--- config.mk ---
export PLATFORM = sky130hd
export DESIGN_NAME = mem_write_buffer
export DESIGN_NICKNAME = d
export VERILOG_FILES = /design/src/rtl/mem_write_buffer.sv
export SDC_FILE = /design/constraint.sdc
export NUM_CORES = 2
export LEC_CHECK = 0
export BUFFER_PORTS_ARGS = -buffer_cell sky130_fd_sc_hd__buf_2
export CAP_MARGIN = 20
export CORE_MARGIN = 10
export CORE_UTILIZATION = 40
export DETAILED_ROUTE_END_ITERATION = 8
export PLACE_DENSITY = 0.62
export SYNTH_ARGS = -nofsm -noshare
export SYNTH_HDL_FRONTEND = slang
export SYNTH_SLANG_ARGS = --single-unit
--- constraint.sdc ---
create_clock -name clk_i -period 32.2 [get_ports clk_i]
set_input_delay 6.44 -clock clk_i [delete_from_list [all_inputs] [get_ports clk_i]]
set_output_delay 6.44 -clock clk_i [all_outputs]
set_load 0.1 [all_outputs]
--- src/rtl/mem_write_buffer.sv ---
// mem_write_buffer: posted write-back line buffer with read forwarding between cache and memory
module mem_write_buffer #(
  parameter int DEPTH = 4
) (
  input  logic         clk_i,
  input  logic         rst_i,
  input  logic [31:0]  cache_addr_i,
  input  logic [255:0] cache_data_i,
  input  logic         cache_enable_i,
  input  logic         cache_write_i,
  output logic         cache_ack_o,
  output logic [255:0] cache_data_o,
  output logic [31:0]  mem_addr_o,
  output logic [255:0] mem_data_o,
  output logic         mem_enable_o,
  output logic         mem_write_o,
  input  logic         mem_ack_i,
  input  logic [255:0] mem_data_i,
  output logic         empty_o
);
  localparam int AW = $clog2(DEPTH);
  localparam logic [AW:0] FULL = (AW+1)'(DEPTH);
  typedef enum logic {U_IDLE, U_WAIT} u_state_e;
  typedef enum logic [1:0] {D_IDLE, D_DRAIN, D_READ} d_state_e;
  u_state_e u_q;
  d_state_e d_q;
  logic [26:0] line_q [DEPTH];
  logic [255:0] buf_q [DEPTH];
  logic [AW-1:0] head_q, tail_q, hit_idx, off;
  logic [AW:0] count_q, count_d;
  logic ack_q, pend_q, mem_en_q, mem_wr_q;
  logic [255:0] rdata_q;
  logic [26:0] rd_line_q, req_line;
  logic hit, hit_busy, wr_try, rd_try, coalesce, push, wr_done, rd_hit, rd_miss, pop, rd_done;
  logic unused_low_addr;
  assign req_line = cache_addr_i[31:5];
  assign unused_low_addr = ^cache_addr_i[4:0];
  // Search the occupied slots (offset from head below count) for the requested line
  always_comb begin
    hit = 1'b0;
    hit_idx = '0;
    off = '0;
    for (int i = 0; i < DEPTH; i++) begin
      off = AW'(i) - head_q;
      if ({1'b0, off} < count_q && line_q[i] == req_line) begin
        hit = 1'b1;
        hit_idx = AW'(i);
      end
    end
  end
  // A write may retry every cycle while waiting; reads are only sampled in U_IDLE
  assign hit_busy = hit && d_q == D_DRAIN && hit_idx == head_q;
  assign wr_try   = cache_enable_i && cache_write_i && !ack_q;
  assign rd_try   = u_q == U_IDLE && cache_enable_i && !cache_write_i && !ack_q;
  assign coalesce = wr_try && hit && !hit_busy;
  assign push     = wr_try && !hit && count_q < FULL;
  assign wr_done  = coalesce || push;
  assign rd_hit   = rd_try && hit;
  assign rd_miss  = rd_try && !hit;
  assign pop      = d_q == D_DRAIN && mem_ack_i;
  assign rd_done  = d_q == D_READ && mem_ack_i;
  assign count_d  = count_q + (AW+1)'(push) - (AW+1)'(pop);
  // Upstream and downstream FSMs, FIFO pointers and registered handshakes
  always_ff @(posedge clk_i or negedge rst_i) begin
    if (!rst_i) begin
      u_q       <= U_IDLE;
      d_q       <= D_IDLE;
      head_q    <= '0;
      tail_q    <= '0;
      count_q   <= '0;
      ack_q     <= 1'b0;
      pend_q    <= 1'b0;
      rd_line_q <= '0;
      rdata_q   <= '0;
      mem_en_q  <= 1'b0;
      mem_wr_q  <= 1'b0;
    end else begin
      head_q  <= head_q + AW'(pop);
      tail_q  <= tail_q + AW'(push);
      count_q <= count_d;
      ack_q   <= wr_done || rd_hit || rd_done;
      if (rd_hit) rdata_q <= buf_q[hit_idx];
      else if (rd_done) rdata_q <= mem_data_i;
      if (rd_miss) begin
        pend_q    <= 1'b1;
        rd_line_q <= req_line;
      end
      case (u_q)
        U_IDLE:  if ((wr_try && !wr_done) || rd_miss) u_q <= U_WAIT;
        U_WAIT:  if (wr_done || rd_done) u_q <= U_IDLE;
        default: u_q <= U_IDLE;
      endcase
      case (d_q)
        D_IDLE:
          if (pend_q) begin
            d_q      <= D_READ;
            mem_en_q <= 1'b1;
            mem_wr_q <= 1'b0;
          end else if (count_q != '0) begin
            d_q      <= D_DRAIN;
            mem_en_q <= 1'b1;
            mem_wr_q <= 1'b1;
          end
        D_DRAIN:
          if (mem_ack_i) begin
            d_q      <= D_IDLE;
            mem_en_q <= 1'b0;
            mem_wr_q <= 1'b0;
          end
        D_READ:
          if (mem_ack_i) begin
            d_q      <= D_IDLE;
            mem_en_q <= 1'b0;
            pend_q   <= 1'b0;
          end
        default: d_q <= D_IDLE;
      endcase
    end
  end
  // Line storage: push at tail, coalesce in place (never onto the in-flight head)
  always_ff @(posedge clk_i) begin
    if (push) begin
      line_q[tail_q] <= req_line;
      buf_q[tail_q]  <= cache_data_i;
    end
    if (coalesce) buf_q[hit_idx] <= cache_data_i;
  end
  assign cache_ack_o  = ack_q;
  assign cache_data_o = rdata_q;
  assign mem_enable_o = mem_en_q;
  assign mem_write_o  = mem_wr_q;
  assign mem_addr_o   = d_q == D_READ ? {rd_line_q, 5'b0} : d_q == D_DRAIN ? {line_q[head_q], 5'b0} : '0;
  assign mem_data_o   = d_q == D_DRAIN ? buf_q[head_q] : '0;
  assign empty_o      = count_q == '0 && d_q == D_IDLE && !pend_q;
endmodule

After elaboration in Yosys (flattened, before gate mapping)
Memories as Yosys holds them, arrays and structs flattened.
Cells that the tools add are included.
{"block": "totals", "ramBits": 1132, "regBits": 297, "n_memories": 2, "input_bits": 549, "wordCells": 116, "out_inout_bits": 548}
{"name": "buf_q", "words": 4, "word_bits": 256, "rd": 2, "rd_clocked_by_memory_dff": 0, "write_ports": 1, "line": "28", "source": "logic [255:0] buf_q [DEPTH];"}
{"name": "line_q", "words": 4, "word_bits": 27, "rd": 5, "rd_clocked_by_memory_dff": 0, "write_ports": 1, "line": "27", "source": "logic [26:0] line_q [DEPTH];"}
{"block": "classes", "order_cmp": 5, "addsub": 8, "muxes": 35, "n_eq_ne": 10, "n_bitwise": 1, "reduce_logical": 44}
{"op": "2-to-1 mux 256 bit", "count": 4}
{"op": "OR reduction 256 bit", "count": 1}
{"op": "equality test 27 bit", "count": 4}
{"op": "2-to-1 mux 32 bit", "count": 2}
{"op": "logical AND 1 bit", "count": 22}
{"op": "2-to-1 mux 1 bit", "count": 19}
{"op": "< comparator 2 x 3 -> 1 bit", "count": 4}
{"op": "2-to-1 mux 2 bit", "count": 6}
{"op": "zero test 1 bit", "count": 6}
{"op": "one-hot mux 1 bit (2 select lines)", "count": 3}
{"op": "AND reduction 3 bit", "count": 2}
{"op": "nonzero test 2 bit", "count": 3}
{"op": "logical OR 1 bit", "count": 5}
{"op": "adder 2 x 1 -> 2 bit", "count": 2}
{"op": "one-hot mux 2 bit (2 select lines)", "count": 1}
{"op": "subtractor 1 x 2 -> 2 bit, first input constant", "count": 2}
{"op": "subtractor 2 bit, first input constant", "count": 2}
{"op": "adder 3 x 1 -> 3 bit", "count": 1}
{"op": "zero test 3 bit", "count": 1}
{"op": "< comparator 3 bit, second input constant", "count": 1}
{"op": "!= test 3 bit, second input constant", "count": 1}
{"op": "nonzero test 3 bit", "count": 1}
{"op": "subtractor 3 x 1 -> 3 bit", "count": 1}
{"op": "equality test 2 x 1 -> 1 bit, second input constant", "count": 1}
{"op": "other kinds (8)", "count": 8}

Logic depth before layout (Yosys ltp)
{"block": "depth", "ltp_word": 17, "ltp_mapped": 18, "mapped_depth_nobuf": 14}

Worst setup path before layout
Ideal clock, no wire load.
{"block": "synth_timing", "path_type": "input to register", "start": "in cache_addr_i[19]", "end": "mem buf_q[1][0], enable pin", "path_slack_ns": 4.297, "required_ns": 30.951, "stages": 11, "arrival_ns": 26.654, "setup_ns": 1.249, "path_buffers": 4, "cell_sequence": "buf_2 xor2_1 nor4_1 o2111a_1 nand2b_1 buf_4 buf_6 buf_1 nand4_1 nand3_1 o31ai_1"}
{"block": "synth_via", "elab_chain_cells": 14}
{"element": "start, declared", "line": "7", "source": "input logic [31:0] cache_addr_i,"}
{"element": "equality test 27 bit", "line": "45", "source": "if ({1'b0, off} < count_q && line_q[i] == req_line) begin"}
{"element": "logical AND 1 bit", "line": "45"}
{"element": "2-to-1 mux 1 bit (4 in a row)", "line": "45"}
{"element": "logical AND 1 bit (2 in a row)", "line": "52", "source": "assign hit_busy = hit && d_q == D_DRAIN && hit_idx == head_q;"}
{"element": "zero test 1 bit", "line": "55", "source": "assign coalesce = wr_try && hit && !hit_busy;"}
{"element": "logical AND 1 bit", "line": "55"}
{"element": "2-to-1 mux 1 bit", "line": "126", "source": "if (coalesce) buf_q[hit_idx] <= cache_data_i;"}
{"element": "2-to-1 mux 1 bit (implied by the code)", "line": "126"}
{"element": "OR reduction 256 bit (no line)"}
{"element": "2-to-1 mux 2 bit (no line) or 2-to-1 mux 1 bit (tied branches)"}
{"element": "end, declared", "line": "28"}
Parallel ways exist; a longest one is shown, timed or not.

Worst setup path in the final report
{"block": "layout_timing", "start": "reg head_q[0]", "end": "out mem_data_o[146]"}
{"block": "layout_via", "elab_chain_cells": 2}
{"element": "start, declared", "line": "29", "source": "logic [AW-1:0] head_q, tail_q, hit_idx, off;"}
{"element": "start signal, assigned", "line": "78", "source": "head_q <= head_q + AW'(pop);"}
{"element": "memory (4 x 256 bit)"}
{"element": "2-to-1 mux 256 bit", "line": "133", "source": "assign mem_data_o = d_q == D_DRAIN ? buf_q[head_q] : '0;"}
{"element": "end, declared", "line": "14", "source": "output logic [255:0] mem_data_o,"}
Every way passes these cells.

==> results.md <==
- Setup repair after global routing left no endpoint under its margin.
- Counting the buffers created by CTS gives 157.
- The type of the worst setup path is reg2out.
- The number of nets still failing antenna checks after routing is 0.
- After clock tree synthesis, the clock-pin slew on the worst setup and hold paths is 60 ps.
- The analysis attributes to net switching a power of 3.97 mW.
- The final number of max-transition violations is 0.
- The synthesized area is 68600 um2.
- Clock tree synthesis selected as its root buffer the cell sky130_fd_sc_hd__clkbuf_16.
- The detailed router's first-iteration violation count is 4235.
- In this run, post-CTS repair resized a total of 0 instances.
- Setup total negative slack on the finished layout was measured at 0 ps.
- The share of the clock period used by the worst path after layout is 36.7%.
- For this run, the detailed router's first-pass iteration total came to 5.
- Summing all placed instances gives a cell area of 75500 um2.
- The highest net fanout along the worst path is 49.
- The critical path goes through buf_4 > buf_4 > buf_4 > mux4_2 > and2_1 > buf_2.
- Internal power comes to 4.16 mW.
- Setup violations remaining at the end of the flow were counted as 0.
- For this run, global-route usage on met1 was measured as 29.2%.
- The worst hold path class is reg2reg.
- The floorplan die width is 434 um.
- At the pin with the least slew margin, the transition time is 1270 ps.
- TritonCTS built the clock tree.
- From bottom edge to top edge, the die measures 434 um.
- The share of the synthesized area in the top cell type is 49.5%.
- The number of buffers inserted to repair setup after CTS is 0.
- In this run, post-CTS hold repair placed 0 buffers.
- The initial antenna violation count is 100.
- The relative contribution of sequential cells to total power is 30.1%.
- The buffering stage count on the worst path with inverters included is 4.
- The final weighted congestion in routability-driven placement is 0.899.
- The cell count after synthesis came out at 4752.
- The upper clock frequency limit is 84.6 MHz.
- The unique cell type count in the Yosys netlist is 60.
- The detailed placer's ending HPWL is 155000 um.
- The combinational group share of total power is 47.6%.
- In the final design database the tool counted 6218 nets.
- The met3 track demand over resource in global routing is 5.68%.
- The total die area is 189000 um2.
- Data on the critical path is required at its endpoint by 25760 ps.
- Entering global routing, the biggest net connects 160 pins.
- Of all flip-flops after synthesis, the portion carrying an async set or reset was 20.8%.
- The worst setup skew after layout is 32.7 ps.
- For this run, design rule violations remaining after detail routing come to 0.
- In this run the tightest slew margin relative to its limit is 15.5%.
- In the layout the commonest cells are sky130_fd_sc_hd__edfxtp_1 (1132), sky130_fd_sc_hd__buf_2 (1085), sky130_fd_sc_hd__nand2_1 (522).
- The leading cell type in the layout, fill and taps excluded is sky130_fd_sc_hd__edfxtp_1.
- The number of ports placed on the die boundary is 1097.
- The number of max-capacitance violations reported is 0.
- The tree built by TritonCTS fans out to 1429 sinks.
- By area the synthesized netlist is led by sky130_fd_sc_hd__edfxtp_1 (50%), sky130_fd_sc_hd__dfrtp_1 (11%), sky130_fd_sc_hd__mux4_2 (9.3%), sky130_fd_sc_hd__o221ai_2 (4.4%), sky130_fd_sc_hd__mux2_2 (3.8%).
- The nature of the critical path startpoint is a flop.
- The longest clock path from root to sink contains 3 buffers.
- Synthesis inferred 1429 register bits.
- The post-synthesis cell type with the largest combined area is sky130_fd_sc_hd__edfxtp_1.
- The fraction of final layout cells with drive strength greater than 1 is 37.6%.
- The final hold violation count is 0.
- The via count of the first global-routing pass is 46300.
- In this run the core area contains 151 standard-cell rows.
- Measured on the finished design, the core utilization comes to 47.5%.
- The via density per instance is 5.66.
- The quantity of I/O buffers inserted on ports is 1086.
- The worst setup path is captured at an output pin.
- The share of total power consumed by net switching is 48.8%.
- The worst path needs 11820 ps of the cycle, external delays included.
- The clock network accounts for 22.3% of the total power.
- The flow ran to the end, and the final reports show no timing, DRC or antenna violations.
- The routed layout has 45600 vias.
- The final instance area is 80800 um2.
- The global routing stage identified its most utilized layer as met2.
- The worst register-to-register path has a setup slack of 24450 ps.
- The clock reaches the later pin of the worst-skew pair after 800 ps.
- The most frequently used flop master after synthesis is sky130_fd_sc_hd__edfxtp_1.
- The synthesized area divided by synthesized cell count is 14.4 um2.
- At the worst endpoint, the arrival time is 5380 ps.
- For this block, the routed nets add up to 231000 um of wire.
- The analysis attributes to cell leakage a power of 29.4 nW.
- The number of warnings reported in the yosys synthesis log is 0.
- The cell type with the highest occurrence count on the critical path is sky130_fd_sc_hd__buf_4.
- Global routing used 23.5% of the available tracks across all layers.
- The area of the placeable core is 170000 um2.
- The total grt overflow is 0.
- The slowest cell on the critical path is sky130_fd_sc_hd__dfrtp_4.
- The power density over the cells is 101 nW/um2.
- The family with the most delay on the worst path is buffers and inverters.
- The routed wire length per instance is 28.6 um.
- Once the floorplan was initialized, standard cells occupied 40.4% of the core.
- For met2 alone, demand over resource in global routing was 38.3%.
- The global-route wire length before repair is 329000 um.
- The worst-case IR drop observed on VDD is 0.105 mV.
- The synthesized design contains 1132 enable-type register cells.
- On the worst path, the slowest cell contributes a delay of 910 ps.
- The depth of the CTS H-tree is 4.
- For this run, the register share of the synthesized area comes to 60.4%.
- The area added between synthesis and finish is 17.8%.
[cell usage after synthesis, drive strengths merged, types with 4 or more instances]
cell type  number
and3          258
or3           260
mux2          283
inv            15
nor4           28
xnor2          17
o221ai        256
mux4          283
nor3            6
nand2         524
a21oi         265
clkbuf        243
nand3           4
nand2b        258
edfxtp       1132
a22o           27
nand4          10
dfrtp         297
o21ai           8
buf           177
xor2           96
nor2            7
and2          259
ha             11
[worst register-to-register path: cells and delay by family, from the launching register on]
kind / cells / cell delay [ps]
buffers and inverters: 5 / 3800
AO/OA/AOI/OAI: 3 / 940
flip-flops: 1 / 910
AND/OR/NAND/NOR: 4 / 1650
[power groups by stage]
stage | Clock, mW | Combinational, mW | Sequential [mW]
2_1_floorplan | 0 | 2.07 | 3.55
3_3_place_gp | 0 | 3.89 | 2.47
3_5_place_dp | 0 | 3.90 | 2.48
4_1_cts | 1.85 | 3.91 | 2.45
5_1_grt | 1.92 | 4.02 | 2.48
6_report | 1.81 | 3.87 | 2.45
[metrics by stage]
stage | setup slack, ps | hold WS (ps) | power [mW] | instances
final | 20380 | 489 | 8.13 | 8067
after global routing | 20120 | 505 | 8.42 | 8053
after CTS | 20240 | 494 | 8.20 | 8009
after detailed placement | 19500 | 481 | 6.38 | 7716
after global placement | 19540 | 474 | 6.36 | 7715
after floorplan | 4300 | 465 | 5.62 | 4756
[per-layer routing]
| metal | part of all wire (%) | wire length, um | up-vias |
|---|---|---|---|
| met1 | 39 | 89000 | 23400 |
| met2 | 50 | 114000 | 1733 |
| met3 | 7.3 | 17000 | 443 |
| li1 | - | - | 20000 |
| met4 | 4.5 | 10400 | 38 |
| met5 | 0.094 | 218 | - |
[registers in the layout, summed over array words and instances, names as in the netlist]
signal,cells
count_q,3
rd_line_q,27
cache_data_o,256
cache_ack_o,1
mem_enable_o,1
line_q,108
pend_q,1
buf_q,1024
u_q,1
head_q,2
d_q,2
mem_write_o,1
tail_q,2
[kinds of logic (layout without fill, tap and decap cells)]
logic type	Yosys count	in the layout	share of synthesized area (%)
flops	1429	1429	60.4
simple gates	1626	1626	13.0
fa+ha+maj	12	12	0.230
mux	566	566	14.2
compound gates	570	570	7.62
other cells	1	63	0.00546
xor+xnor	113	113	1.44
buf+inv	435	1470	3.19
[worst paths after layout]
check	cells after the start	end	start
max	6	mem_data_o[146]	head_q[0]
min	1	rd_line_q[23]	rd_line_q[23]
max reg2reg	12	buf_q[2][149]	head_q[0]
min reg2reg	1	rd_line_q[23]	rd_line_q[23]
max in group asynchronous	4	cache_data_o[166]	rst_i
min in group asynchronous	1	cache_data_o[45]	rst_i
[area by class of cell]
cell class,count,area (um2)
Inverter,15,56.3
Timing Repair Buffer,1162,6130
Clock buffer,215,4410
Sequential cell,1429,41400
Multi-Input combinational cell,2892,25100
Clock inverter,78,738
Fill cell,15000,89200
Antenna cell,58,145
Tap cell,2218,2780
Power figures use the tool's default switching activity.
